==> src/rtl/alu_pkg.sv <==
`default_nettype none
// ============================================================================
// alu_pkg : op encodings and shared FSM state type for the ALU function units
// Rev 1.0
// ============================================================================
package alu_pkg;

   localparam logic [1:0] ALU_SLL = 2'b00;
   localparam logic [1:0] ALU_SRL = 2'b01;
   localparam logic [1:0] ALU_ROR = 2'b10;
   localparam logic [1:0] ALU_SRA = 2'b11;

   typedef enum logic [1:0] {
      ST_IDLE  = 2'b00,
      ST_SHIFT = 2'b01,
      ST_DONE  = 2'b10
   } alu_state_e;

endpackage
`default_nettype wire

==> src/rtl/alu_shift_step.sv <==
`default_nettype none
// ============================================================================
// alu_shift_step : combinational shift of XLEN bits by k in [0, STEP] per op
// Rev 1.0
// ============================================================================
module alu_shift_step
   import alu_pkg::*;
#(
   parameter int XLEN = 32,
   parameter int STEP = 4,
   parameter int KW   = $clog2(STEP + 1)
) (
   input  logic [1:0]      op_i,
   input  logic [KW-1:0]   k_i,
   input  logic [XLEN-1:0] data_i,
   output logic [XLEN-1:0] data_o
);

   logic [XLEN-1:0] w_stage [KW+1];

   assign w_stage[0] = data_i;

   // Stage j moves by 2**j; stage amount may equal XLEN when STEP == XLEN.
   for (genvar j = 0; j < KW; j++) begin : g_stage
      localparam int S = 1 << j;
      logic [XLEN-1:0] w_sh;

      always_comb begin
         case (op_i)
            ALU_SLL: w_sh = w_stage[j] << S;
            ALU_SRL: w_sh = w_stage[j] >> S;
            ALU_SRA: w_sh = $signed(w_stage[j]) >>> S;
            default: w_sh = (w_stage[j] >> S) | (w_stage[j] << (XLEN - S));
         endcase
      end

      assign w_stage[j+1] = k_i[j] ? w_sh : w_stage[j];
   end

   assign data_o = w_stage[KW];

endmodule
`default_nettype wire

==> src/rtl/alu_shift_seq.sv <==
`default_nettype none
// ============================================================================
// alu_shift_seq : multi-cycle SLL/SRL/SRA/ROR unit, up to STEP bits per clock
// Rev 1.0
// ============================================================================
module alu_shift_seq
   import alu_pkg::*;
#(
   parameter int XLEN = 32,
   parameter int STEP = 4
) (
   input  logic            clk,
   input  logic            rst,
   input  logic            in_valid,
   output logic            in_ready,
   input  logic [1:0]      op,
   input  logic [XLEN-1:0] rs1,
   input  logic [XLEN-1:0] rs2,
   output logic            out_valid,
   input  logic            out_ready,
   output logic [XLEN-1:0] rd,
   output logic            busy
);

   localparam int SHW = $clog2(XLEN);
   localparam int KW  = $clog2(STEP + 1);

   alu_state_e      state_q;
   logic [1:0]      op_q;
   logic [XLEN-1:0] work_q;
   logic [XLEN-1:0] work_d;
   logic [XLEN-1:0] rd_q;
   logic [SHW-1:0]  remain_q;
   logic [SHW-1:0]  remain_d;
   logic [KW-1:0]   k_d;
   logic            in_ready_q;
   logic            out_valid_q;
   logic            busy_q;
   logic            w_unused_rs2;

   assign w_unused_rs2 = ^rs2[XLEN-1:SHW];

   always_comb begin
      if (int'(remain_q) >= STEP) k_d = KW'(STEP);
      else                        k_d = KW'(remain_q);
   end

   assign remain_d = remain_q - SHW'(k_d);

   alu_shift_step #(
      .XLEN (XLEN),
      .STEP (STEP),
      .KW   (KW)
   ) u_step (
      .op_i   (op_q),
      .k_i    (k_d),
      .data_i (work_q),
      .data_o (work_d)
   );

   // rd_q is loaded only on entry to DONE so it holds its value everywhere else.
   always_ff @(posedge clk) begin
      if (rst) begin
         state_q     <= ST_IDLE;
         op_q        <= ALU_SLL;
         work_q      <= '0;
         rd_q        <= '0;
         remain_q    <= '0;
         in_ready_q  <= 1'b1;
         out_valid_q <= 1'b0;
         busy_q      <= 1'b0;
      end else begin
         case (state_q)
            ST_IDLE: begin
               if (in_valid) begin
                  op_q       <= op;
                  work_q     <= rs1;
                  remain_q   <= rs2[SHW-1:0];
                  in_ready_q <= 1'b0;
                  busy_q     <= 1'b1;
                  if (rs2[SHW-1:0] == '0) begin
                     state_q     <= ST_DONE;
                     rd_q        <= rs1;
                     out_valid_q <= 1'b1;
                  end else begin
                     state_q <= ST_SHIFT;
                  end
               end
            end
            ST_SHIFT: begin
               work_q   <= work_d;
               remain_q <= remain_d;
               if (remain_d == '0) begin
                  state_q     <= ST_DONE;
                  rd_q        <= work_d;
                  out_valid_q <= 1'b1;
               end
            end
            ST_DONE: begin
               if (out_ready) begin
                  state_q     <= ST_IDLE;
                  out_valid_q <= 1'b0;
                  busy_q      <= 1'b0;
                  in_ready_q  <= 1'b1;
               end
            end
            default: begin
               state_q     <= ST_IDLE;
               out_valid_q <= 1'b0;
               busy_q      <= 1'b0;
               in_ready_q  <= 1'b1;
            end
         endcase
      end
   end

   assign in_ready  = in_ready_q;
   assign out_valid = out_valid_q;
   assign busy      = busy_q;
   assign rd        = rd_q;

endmodule
`default_nettype wire

==> config.mk <==
export PLATFORM = sky130hd
export DESIGN_NAME = alu_shift_seq
export DESIGN_NICKNAME = d
export VERILOG_FILES = /design/src/rtl/alu_pkg.sv /design/src/rtl/alu_shift_step.sv /design/src/rtl/alu_shift_seq.sv
export SDC_FILE = /design/constraint.sdc
export NUM_CORES = 1
export LEC_CHECK = 0
export ABC_AREA = 1
export CORE_AREA = 2 2 140 101
export DETAILED_ROUTE_END_ITERATION = 8
export DIE_AREA = 0 0 142 103
export GPL_ROUTABILITY_DRIVEN = 0
export GPL_TIMING_DRIVEN = 0
export PLACE_DENSITY = 0.74
export SLEW_MARGIN = 0
export SYNTH_ARGS = -nofsm -noshare
export SYNTH_HDL_FRONTEND = slang
export SYNTH_SLANG_ARGS = --single-unit
==> constraint.sdc <==
create_clock -name clk -period 4.6 [get_ports clk]
set_clock_uncertainty 0.15 [all_clocks]
set_input_delay 0.69 -clock clk [delete_from_list [all_inputs] [get_ports clk]]
set_output_delay 0.69 -clock clk [all_outputs]
set_load 0.01 [all_outputs]
---- Word level (Yosys, flattened, before mapping) ----
Cells that the tools add are included.
storage, ports and cells
  register bits after elaboration ......... 76
  input bits .............................. 70
  output and inout bits ................... 35
  word-level logic and storage cells ...... 63
operators by class
  add/sub/neg operators ................... 1
  magnitude comparators ................... 1
  equal/unequal tests ..................... 8
  mux-type cells .......................... 30
  bitwise gates (word level) .............. 4
  reduce and logical (&&, ||, !) cells .... 11
operators by type and width
  operator            count
  $pmux 32 s3         3
  $mux 32             7
  $pmux 32 s2         2
  $or 28x32->32       1
  $or 30x32->32       1
  $or 31x32->32       1
  $logic_not 5->1     2
  $pmux 5 s2          1
  $pmux 1 s3          3
  $mux 2              4
  $ne 2x2->1 const B  4
  $reduce_and 4->1    2
  $mux 1              7
  $pmux 2 s3          1
  $reduce_and 3->1    2
  $ge 5x3->1 const B  1
  $mux 5              1
  $sub 5x3->5         1
  $eq 2x1->1 const B  2
  $eq 2x2->1 const B  2
  $logic_not 2->1     2
  $reduce_and 2->1    2
  $mux 3              1
  $reduce_bool 2->1   1
  $not 1->1           1

---- Longest topological paths before layout ----
Gate-level depths: netlist of the first run.
  depth after elaboration ................. 11
  depth in mapped cells ................... 16
  mapped depth without buffers ............ 15

---- Cells and area by module ----
Synthesis of the first run repeated with hierarchy kept, for this count alone.
unflattened totals
  cell total of the unflattened synthesis .. 991
  area total of the unflattened synthesis .. 5990.7 um^2
by module, submodules not included
  module          times used  cells an instance  area an instance (um^2)  seq. area each (um^2)
  alu_shift_seq   1           484                3553.4                   1521.5
  alu_shift_step  1           507                2437.3                   0.0

---- Worst setup path before layout of the first run ----
No wires, ideal clock.
  path type ............................... flip-flop to flip-flop
  start point ............................. reg remain_q[4]
  end point ............................... reg rd_q[30], in the netlist rd[30]
  library setup time ...................... 0.109 ns
  arrival ................................. 1.783 ns
  required time ........................... 4.341 ns
  setup slack ............................. 2.558 ns
  cell stages (with the launch flop) ...... 16
  path buffers ............................ 1
  clock period less this slack ............ 2.042 ns
  cell sequence ........................... dfxtp_1 > nor2_4 > nand2_4 > nand2_2 > ha_1 > inv_1 > nand2_1 > nor2_1 > nand3_1 > nand2_1 > nand3_2 > nor2_4 > buf_4 > nand3_1 > nand2_1 > inv_1
between the ends
  word-level cells in the longest chain between the ends .. 11
  elaborated cells on any way between the ends .. 15
  classes of those cells .................. add/sub: 1; order compare: 1; eq/ne: 1; mux: 8; bitwise: 2; reduce/logical: 2
RTL lines
  what                    line                  text
  from (decl)             alu_shift_seq.sv:33   logic [SHW-1:0] remain_q;
  from (signal assigned)  alu_shift_seq.sv:78   remain_q <= rs2[SHW-1:0];
  from (signal assigned)  alu_shift_seq.sv:92   remain_q <= remain_d;
  $ge 5x3->1              alu_shift_seq.sv:44   if (int'(remain_q) >= STEP) k_d = KW'(STEP);
  $mux 3                  alu_shift_seq.sv:44
  $mux 32                 alu_shift_step.sv:37  assign w_stage[j+1] = k_i[j] ? w_sh : w_stage[j];
  $or 30x32->32           alu_shift_step.sv:33  default: w_sh = (w_stage[j] >> S) | (w_stage[j] << (XLEN - S));
  $pmux 32 s3             alu_shift_step.sv:29  case (op_i)
  $mux 32                 alu_shift_step.sv:37
  $or 28x32->32           alu_shift_step.sv:33
  $pmux 32 s3             alu_shift_step.sv:29
  $mux 32                 alu_shift_step.sv:37
  $mux 32                 alu_shift_seq.sv:93   if (remain_d == '0) begin
  $pmux 32 s2             alu_shift_seq.sv:73   case (state_q)
  to (signal assigned)    alu_shift_seq.sv:83   rd_q <= rs1;
  to (signal assigned)    alu_shift_seq.sv:95   rd_q <= work_d;
  to (decl)               alu_shift_seq.sv:32   logic [XLEN-1:0] rd_q;
Several ways; a longest one is shown, not always the timed one. The select of a mux whose other input is x is not followed.
A chain may end at the register's enable or synchronous reset.

---- Final worst setup path of the first run ----
  start point ............................. reg remain_q[4]
  end point ............................... reg work_q[14]
between the ends
  word-level cells in the longest chain between the ends .. 10
RTL lines
  what                  line                  text
  $ge 5x3->1 *          alu_shift_seq.sv:44
  $mux 3 *              alu_shift_seq.sv:44
  $mux 32               alu_shift_step.sv:37
  $or 30x32->32         alu_shift_step.sv:33
  $pmux 32 s3           alu_shift_step.sv:29
  $mux 32               alu_shift_step.sv:37
  $or 28x32->32         alu_shift_step.sv:33
  $pmux 32 s3           alu_shift_step.sv:29
  $mux 32 *             alu_shift_step.sv:37
  $pmux 32 s2 *         alu_shift_seq.sv:73
  to (signal assigned)  alu_shift_seq.sv:77   work_q <= rs1;
  to (signal assigned)  alu_shift_seq.sv:91   work_q <= work_d;
  to (decl)             alu_shift_seq.sv:30   logic [XLEN-1:0] work_q;
Every way passes the cells marked *; elsewhere a longest branch is shown, timed or not.

==> results of run 1 <==
==> metal layers <==
layer / part of all wire (%) / global-route usage [%] / vias to the layer above
met1: 45 / 39.12 / 2879
met5: 0 / 0.9868 / -
met4: 3.5 / 10.46 / 0
met3: 13 / 7.896 / 78
li1: - / - / 3113
met2: 38 / 39.20 / 443
==> power by group <==
| part | internal, mW | switching [mW] |
|---|---|---|
| logic | 0.646 | 1.25 |
| clock network | 0.364 | 0.300 |
| registers | 0.825 | 0.139 |
==> flip-flops by register name (all words and copies together), names as in the netlist <==
register,cells
op_q,2
state_q,2
work_q,32
rd,32
out_valid,1
in_ready,1
busy,1
remain_q,5
==> cell families after synthesis <==
logic type	count (synthesis)
buf+inv	111
fa+ha+maj	1
other cells	1
compound gates	182
simple gates	483
flops	76
==> worst register-to-register path: cells and delay by family (launching register included) <==
kind | cells | cell delay [ns]
simple gates | 5 | 0.80
buf+inv | 1 | 0.59
flops | 1 | 0.44
compound gates | 2 | 0.39
==> worst max-delay path by stage <==
| stage | start | end | cells past startpoint |
|---|---|---|---|
| after global routing | in_valid | work_q[4] | 9 |
| after detailed placement | in_valid | work_q[4] | 9 |
| after CTS | in_valid | work_q[4] | 9 |
| final | remain_q[4] | work_q[14] | 8 |
| after floorplan | remain_q[4] | rd[30] | 15 |
| after global placement | in_valid | work_q[2] | 9 |
==> through the flow <==
step | setup WS [ns] | utilization [%] | std cells | instance area (um2) | hold WS [ns]
after global placement | 1.783 | 46.03 | 1102 | 6200 | 0.2949
after CTS | 2.104 | 48.04 | 1118 | 6470 | 0.3072
after floorplan | 2.558 | - | 854 | 5215 | 0.3240
after detailed placement | 1.738 | 46.03 | 1102 | 6200 | 0.2949
after global routing | 1.837 | 48.04 | 1118 | 6470 | 0.3428
final | 2.087 | 48.04 | 1118 | 6470 | 0.3008
==> cell usage after synthesis <==
master,count
clkinv_1,3
inv_2,5
o22ai_1,1
nor2_1,13
a21boi_1,1
nand3_2,4
o21a_1,2
a221oi_1,2
a21oi_1,80
buf_6,3
o21ai_1,38
ha_1,1
o21bai_1,1
nand4_1,64
nand2_1,254
buf_2,19
nand2_4,1
dfxtp_1,76
nand3_1,120
nand2_2,2
or2_1,1
clkbuf_1,19
nand3b_1,1
and2_1,3
nor2_4,4
buf_1,6
nor2_2,1
o221ai_1,1
nor3_1,2
conb_1,1
a31oi_1,3
or2_2,13
buf_4,8
o21ai_0,51
o31ai_1,1
a21o_1,1
inv_1,48
==> layout make-up <==
cell class	count	area (um2)
multi-input cells	667	3201
repair buffers	77	770.7
well taps	171	214.0
inverters	56	210.2
plain buffers	55	282.8
flip-flops and latches	76	1521
clock inverters	6	41.29
clock buffers	10	229.0
fillers	1424	6998
==> layout by cell type (no fill, tap or decap), types with 2 or more instances in the layout <==
cell type	count
nand2_1	254
nand3_1	120
a21oi_1	80
clkdlybuf4s50_1	77
dfxtp_1	76
nand4_1	64
o21ai_0	51
inv_1	48
o21ai_1	38
clkbuf_1	20
buf_2	19
nor2_1	13
or2_2	13
clkbuf_16	9
buf_4	8
buf_1	6
inv_2	5
nor2_4	4
nand3_2	4
clkinv_1	3
and2_1	3
a31oi_1	3
buf_6	3
clkinvlp_4	3
nand2_2	2
nor3_1	2
o21a_1	2
a221oi_1	2
clkinv_2	2
==> results_dict.tcl, run 1 <==
set metrics [dict create \
    status "completed" \
    ant_nets 0 \
    cts_resized 0 \
    htreeDepth 3 \
    hp-class "reg -> reg" \
    cp_top_family "simple AND/OR/NAND/NOR gates" \
    slew_headroom_pct 50.52 \
    reg2reg_from "remain_q[4]" \
    num_antenna_cells 0 \
    cp.required_ns 4.67 \
    antenna_found_initial 0 \
    worst_path_max_delay_cell "clkbuf_1" \
    period_minus_slack_ns 2.513 \
    hold_viol 0 \
    synthAdderAreaFrac_pct 0.2399 \
    grt_pass1_vias 5982 \
    crit_path_end_kind "flip-flop" \
    post_cts.repair.setup_buffers 0 \
    synth-simple-area-share_pct 42.99 \
    numCtsBuffers 9 \
    synth_area_leaders "dfxtp_1, nand2_1, nand3_1" \
    netlist.area_leader.share_pct 29.17 \
    grt_max_degree 14 \
    die_area_mm2 0.01463 \
    numClockSinks 76 \
    tritoncts "yes" \
    grt-ovfl-total 0 \
    clock_path_buffers 2 \
    synth_cell_types 37 \
    setup_viol 0 \
    avgSynthCellArea_um2 6.107 \
    wl_per_cell_um 17.81 \
    hold_end "out_valid" \
    synth_compound_area_share_pct 18.07 \
    hold_depth 2 \
    netlist_area_mm2 0.005215 \
    vdd_drop_max_v 0.0002982 \
    maxSlewViolCount 0 \
    start_kind "flip-flop" \
    synth_top_family_by_area "simple AND/OR/NAND/NOR gates" \
    synth_largest_area_cell "dfxtp_1" \
    viasPerCell 5.826 \
    worstSetupPathType "reg -> reg" \
    critPathMostFrequentCell "nand3_1" \
    cts_root_buf "clkbuf_16" \
    area_delta_synth_final_pct 24.06 \
    r2r_slack_ns 2.09 \
    vias 6513 \
    crit_buf_inv 1 \
    rsz0062_at_grt "false" \
    yosys_warnings 0 \
    synthXorXnorAreaFrac_pct 0 \
    clk_pin_slew_worst_paths_ns 0.06 \
    start_util_pct 38.72 \
    grt_use_total_pct 27.54 \
    worstPathCellList "nor2_4 -> nand3_2 -> clkbuf_1 -> nand3_1 -> nand4_1 -> nand3_1 -> a21boi_1 -> a21oi_1" \
    tightest_slew_ns 0.7422 \
    core.rowCount 36 \
    r2r_cells 8 \
    fin_setup_tns_ns 0 \
    dr.pass1.iters 7 \
    cts_hold_buffers 0 \
    portBuffers 77 \
    muxShareOfSynthArea_pct 0 \
    maxCapViolCount 0 \
    synth.net_count 925 \
    total_power_mw 3.520 \
    fin_crit_sh_pct 54.64 \
    crit_arrival_ns 2.58 \
    ioPinCount 105 \
    yosysSeqAreaShare_pct 29.17 \
    dr.first_iter.drc_count 1015 \
    grt_pass1_wl_um 31310 \
    hpwl_um 14470 \
    p_leak_nw 2.744 \
    drive_gt1_share_pct 7.920 \
    synthCells 854 \
    p_per_area_mw_per_mm2 544.1 \
    die_h_um 103 \
    fin_nets 1013 \
    cpPeakStageDelay_ns 0.59 \
    worstHoldStart "out_valid" \
    clock.fmax_ghz 0.3979 \
    synth_seq_cells 76 \
    drc_errors 0 \
    clk_latency_ns 0.35 \
    rr_endpoint "work_q[14]" \
    die_w_um 142 \
    routed_wl_um 19920 \
    coreArea_mm2 0.01347 \
    cp_max_fo 10 \
]
(Power assumes the default switching activity.)
==> run 2, diff against run 1 <==
==> constraint.sdc (replaced) <==
create_clock -name clk -period 2.4 [get_ports clk]
set_clock_uncertainty 0.15 [all_clocks]
set_input_delay 0.36 -clock clk [delete_from_list [all_inputs] [get_ports clk]]
set_output_delay 0.36 -clock clk [all_outputs]
set_load 0.01 [all_outputs]
==> results_dict.tcl, run 2 (synthesis results as in run 1) <==
set metrics [dict create \
    status "completed" \
    portBuffers 77 \
    tightest_slew_ns 0.6600 \
    core.rowCount 36 \
    worstSetupPathType "reg -> reg" \
    hold-worst-slack_ns 0.3007 \
    hp-class "reg -> reg" \
    drc_errors 0 \
    use_met2_pct 39.39 \
    clock.fmax_ghz 0.4256 \
    grt_use_total_pct 27.66 \
    tritoncts "yes" \
    viasPerCell 5.835 \
    clk_pin_slew_worst_paths_ns 0.06 \
    total_power_mw 7.007 \
    maxSlewViolCount 0 \
    grtUsageMet1_pct 39.32 \
    ant_nets 0 \
    cp_max_fo 10 \
    clk_latency_ns 0.35 \
    setup_viol 0 \
    p_leak_nw 2.877 \
    p_per_area_mw_per_mm2 1039 \
    use_met3_pct 7.896 \
    wl_per_cell_um 17.95 \
    cp.required_ns 2.52 \
    htreeDepth 3 \
    hpwl_um 14470 \
    die_h_um 103 \
    routed_wl_um 20310 \
    rsz0062_at_grt "true" \
    top_usage_layer "met2" \
    grt-ovfl-total 0 \
    start_kind "flip-flop" \
    numClockSinks 76 \
    r2r_cells 9 \
    post_dp_cell_area_mm2 0.006200 \
    slew_headroom_pct 56.00 \
    stdcell_area_mm2 0.006745 \
    instances_no_fill 1131 \
    clock_path_buffers 2 \
    crit_path_end_kind "flip-flop" \
    fill_cells 1396 \
    grt_pass1_wl_um 31410 \
    final_cell_mix "nand2_1, nand3_1, a21oi_1" \
    numCtsBuffers 9 \
    fin_crit_sh_pct 97.90 \
    final_core_util_pct 50.08 \
    grt_pass1_vias 5993 \
    dp.cells 1102 \
    num_antenna_cells 0 \
    crit_arrival_ns 2.47 \
    start_util_pct 38.72 \
    fin_setup_tns_ns 0 \
    vias 6599 \
    coreArea_mm2 0.01347 \
    fin_nets 1026 \
    die_area_mm2 0.01463 \
    hold_depth 2 \
    area_delta_synth_final_pct 29.34 \
    pre_cts_ws_ns -0.1322 \
    vdd_drop_max_v 0.0005669 \
    cts_root_buf "clkbuf_16" \
    dr.pass1.iters 9 \
    grt_max_degree 14 \
    fin_ws_ns 0.05037 \
    layout_commonest_cell "nand2_1" \
    dr.first_iter.drc_count 1166 \
    antenna_found_initial 0 \
    drive_gt1_share_pct 10.73 \
    period_minus_slack_ns 2.350 \
    maxCapViolCount 0 \
    die_w_um 142 \
    hold_viol 0 \
    cts_hold_buffers 0 \
    ioPinCount 105 \
]
[run 2: cell type report]
class / instances / area [um2] / area share, %
sequential: 76 / 1525 / 22.61
clock buffer: 10 / 229.0 / 3.395
timing repair buffer: 90 / 937.1 / 13.89
multi-input combinational: 667 / 3251 / 48.19
inverter: 56 / 214.0 / 3.172
clock inverter: 6 / 41.29 / 0.6121
buffer: 55 / 334.1 / 4.953
tap: 171 / 214.0 / 3.172
[run 2: what timing repair did]
action / 4_1_cts / 5_1_grt
gates cloned: 0 / 3
resized for setup: 1 / 39
pin swaps: 1 / 6
setup endpoints to repair: 16 / 66
setup buffers: 2 / 8
[run 2: where the power goes]
group          internal, mW  switching (mW)  leakage, nW
Sequential             1.58           0.269        0.628
Clock                 0.698           0.573        0.124
Combinational          1.42            2.46         2.12
Total                  3.70            3.31         2.88
[run 2: path summary, 6_finish.rpt]
path,slack [ns],endpoint,startpoint
worst min-delay path,0.30,out_valid,out_valid
worst max register to register,0.05,rd[27],remain_q[4]
worst min register to register,0.30,out_valid,out_valid
worst max-delay path,0.05,rd[27],remain_q[4]
[run 2: worst max-delay path, stage by stage (launching register included)]
cell and delay (ns):
dfxtp_4 0.36, nor2_4 0.19, nand2_4 0.09, buf_4 0.16, inv_2 0.16, clkbuf_1 0.52, nand4_1 0.17, nand3_1 0.18
nand2_1 0.10, a21oi_1 0.17
[run 2: per-layer routing]
| metal | part of all wire [%] | wire, um |
|---|---|---|
| met2 | 38 | 7801 |
| met5 | 0 | 0 |
| met1 | 45 | 9059 |
| met3 | 13 | 2659 |
| met4 | 3.9 | 787 |
==> run 3, diff against run 2 <==
--- a/config.mk
+++ b/config.mk
@@ -10,7 +10,6 @@
 export DETAILED_ROUTE_END_ITERATION = 8
 export DIE_AREA = 0 0 142 103
 export GPL_ROUTABILITY_DRIVEN = 0
-export GPL_TIMING_DRIVEN = 0
 export PLACE_DENSITY = 0.74
 export SLEW_MARGIN = 0
 export SYNTH_ARGS = -nofsm -noshare
==> results_dict.tcl, run 3 (synthesis results as in run 1) <==
set metrics [dict create \
    status "completed" \
    fin_nets 990 \
    start_kind "flip-flop" \
    post_dp_cell_area_mm2 0.006190 \
    numClockSinks 76 \
    worst_path_max_delay_cell "dfxtp_4" \
    cts_hold_buffers 0 \
    core.rowCount 36 \
    routed_wl_um 16540 \
    die_w_um 142 \
    reg2reg_from "remain_q[4]" \
    cpPeakStageDelay_ns 0.36 \
    worstSetupPathType "reg -> reg" \
    coreArea_mm2 0.01347 \
    ioPinCount 105 \
    stdcell_area_mm2 0.006629 \
    cp_max_fo 13 \
    hold_end "busy" \
    grt_pass1_vias 5351 \
    grt_use_total_pct 22.48 \
    ant_nets 0 \
    worstHoldStart "busy" \
    worstPathCellList "nor2_4 -> nand2_4 -> nand2_2 -> ha_4 -> inv_1 -> nand2_1 -> nor2_1 -> nand3_1 -> nand2_2 -> nand3_2 -> nor2_4 -> buf_12 -> buf_12 -> clkbuf_16 -> o21ai_1 -> a21oi_1" \
    hpwl_um 11390 \
    layout_commonest_cell "nand2_1" \
    area_delta_synth_final_pct 27.11 \
    rr_endpoint "rd[2]" \
    num_antenna_cells 0 \
    final_cell_mix "nand2_1, nand3_1, a21oi_1" \
    hold_viol 0 \
    vias 6071 \
    crit_arrival_ns 2.39 \
    cp-startpoint "remain_q[4]" \
    crit_path_end_kind "flip-flop" \
    setup_viol 0 \
    total_power_mw 6.795 \
    vdd_drop_max_v 0.0004596 \
    htreeDepth 3 \
    cts_root_buf "clkbuf_16" \
    tritoncts "yes" \
    hold_depth 2 \
    maxSlewViolCount 0 \
    fill_cells 1363 \
    maxCapViolCount 0 \
    portBuffers 77 \
    drive_gt1_share_pct 8.874 \
    numCtsBuffers 9 \
    clock_path_buffers 2 \
    start_util_pct 38.72 \
    antenna_found_initial 0 \
    clk_pin_slew_worst_paths_ns 0.06 \
    fin_setup_tns_ns 0 \
    p_leak_nw 2.797 \
    grt-ovfl-total 0 \
    multi_input_area_mm2 0.003227 \
    p_per_area_mw_per_mm2 1025 \
    grt_max_degree 65 \
    r2r_slack_ns 0.13 \
    wl_per_cell_um 15.10 \
    cp.required_ns 2.52 \
    period_minus_slack_ns 2.268 \
    die_area_mm2 0.01463 \
    viasPerCell 5.544 \
    fin_crit_sh_pct 94.50 \
    drc_errors 0 \
    ff_latch_area_mm2 0.001525 \
    r2r_cells 16 \
    grt_pass1_wl_um 26550 \
    clk_latency_ns 0.34 \
    dr.pass1.iters 6 \
    die_h_um 103 \
    dr.first_iter.drc_count 749 \
    hp-class "reg -> reg" \
    clock.fmax_ghz 0.4409 \
]
==> run 3: changes by cell type in the layout (fill, tap and decap cells not counted), moves of 2 or more <==
cell        delta
buf_1          -2
o21ai_0        +2
clkinvlp_4     -3
nand3_4        -2
buf_2         -14
clkbuf_1      -15
buf_8          -2
clkbuf_4       -3
clkbuf_8       +2
nand3_2        +2
clkbuf_2       -8
buf_4          +5
buf_12         +5
==> run 3: how the worst max path moves through the flow <==
stage	to	cells past startpoint
after floorplan	rd[30]	15
after global placement	rd[31]	10
after detailed placement	rd[30]	15
after CTS	rd[30]	15
after global routing	rd[2]	17
final	rd[2]	16
==> run 3: through the flow <==
| stage | utilization [%] | hold slack (ns) | std cells | setup slack [ns] |
|---|---|---|---|---|
| after CTS | 48.22 | 0.3121 | 1090 | 0.1540 |
| after detailed placement | 45.96 | 0.2984 | 1074 | 0.1806 |
| after global placement | 45.96 | 0.2988 | 1074 | 0.2107 |
| after floorplan | - | 0.3240 | 854 | 0.3582 |
| after global routing | 49.22 | 0.3453 | 1095 | -0.02064 |
| final | 49.22 | 0.3041 | 1095 | 0.1321 |
==> run 3: layout make-up <==
class	count	area share, %
well taps	171	3.228
clock inverters	4	0.7173
flip-flops and latches	76	23.01
clock buffers	12	3.869
inverters	56	3.209
multi-input cells	667	48.68
repair buffers	109	17.29
==> run 3: worst max-delay path, delay by kind of cell (launching register included) <==
kind | cells | cell delay [ns]
DFF | 1 | 0.36
adders and majority gates | 1 | 0.21
and+or+nand+nor | 9 | 0.85
buffers and inverters | 4 | 0.44
AOI/OAI and AO/OA | 2 | 0.18
==> run 3: metal layers <==
layer | wire, um | track usage [%] | vias up
met1 | 8081 | 33.85 | 2701
met4 | 227 | 4.846 | 0
met2 | 6801 | 32.92 | 284
met3 | 1426 | 4.459 | 24
met5 | 0 | 0 | -
li1 | - | - | 3062
==> run 3: timing repair <==
action                                 CTS  global route
setup endpoints to repair                0            22
setup buffers                            0             3
resized for setup                        0             7
endpoints found under the hold margin    0             0
==> run 3: report_power, final <==
group / total (mW) / internal, mW / switching (mW)
sequential: 1.84 / 1.58 / 0.260
combinational: 3.55 / 1.37 / 2.18
clock: 1.40 / 0.859 / 0.542
total: 6.79 / 3.82 / 2.98
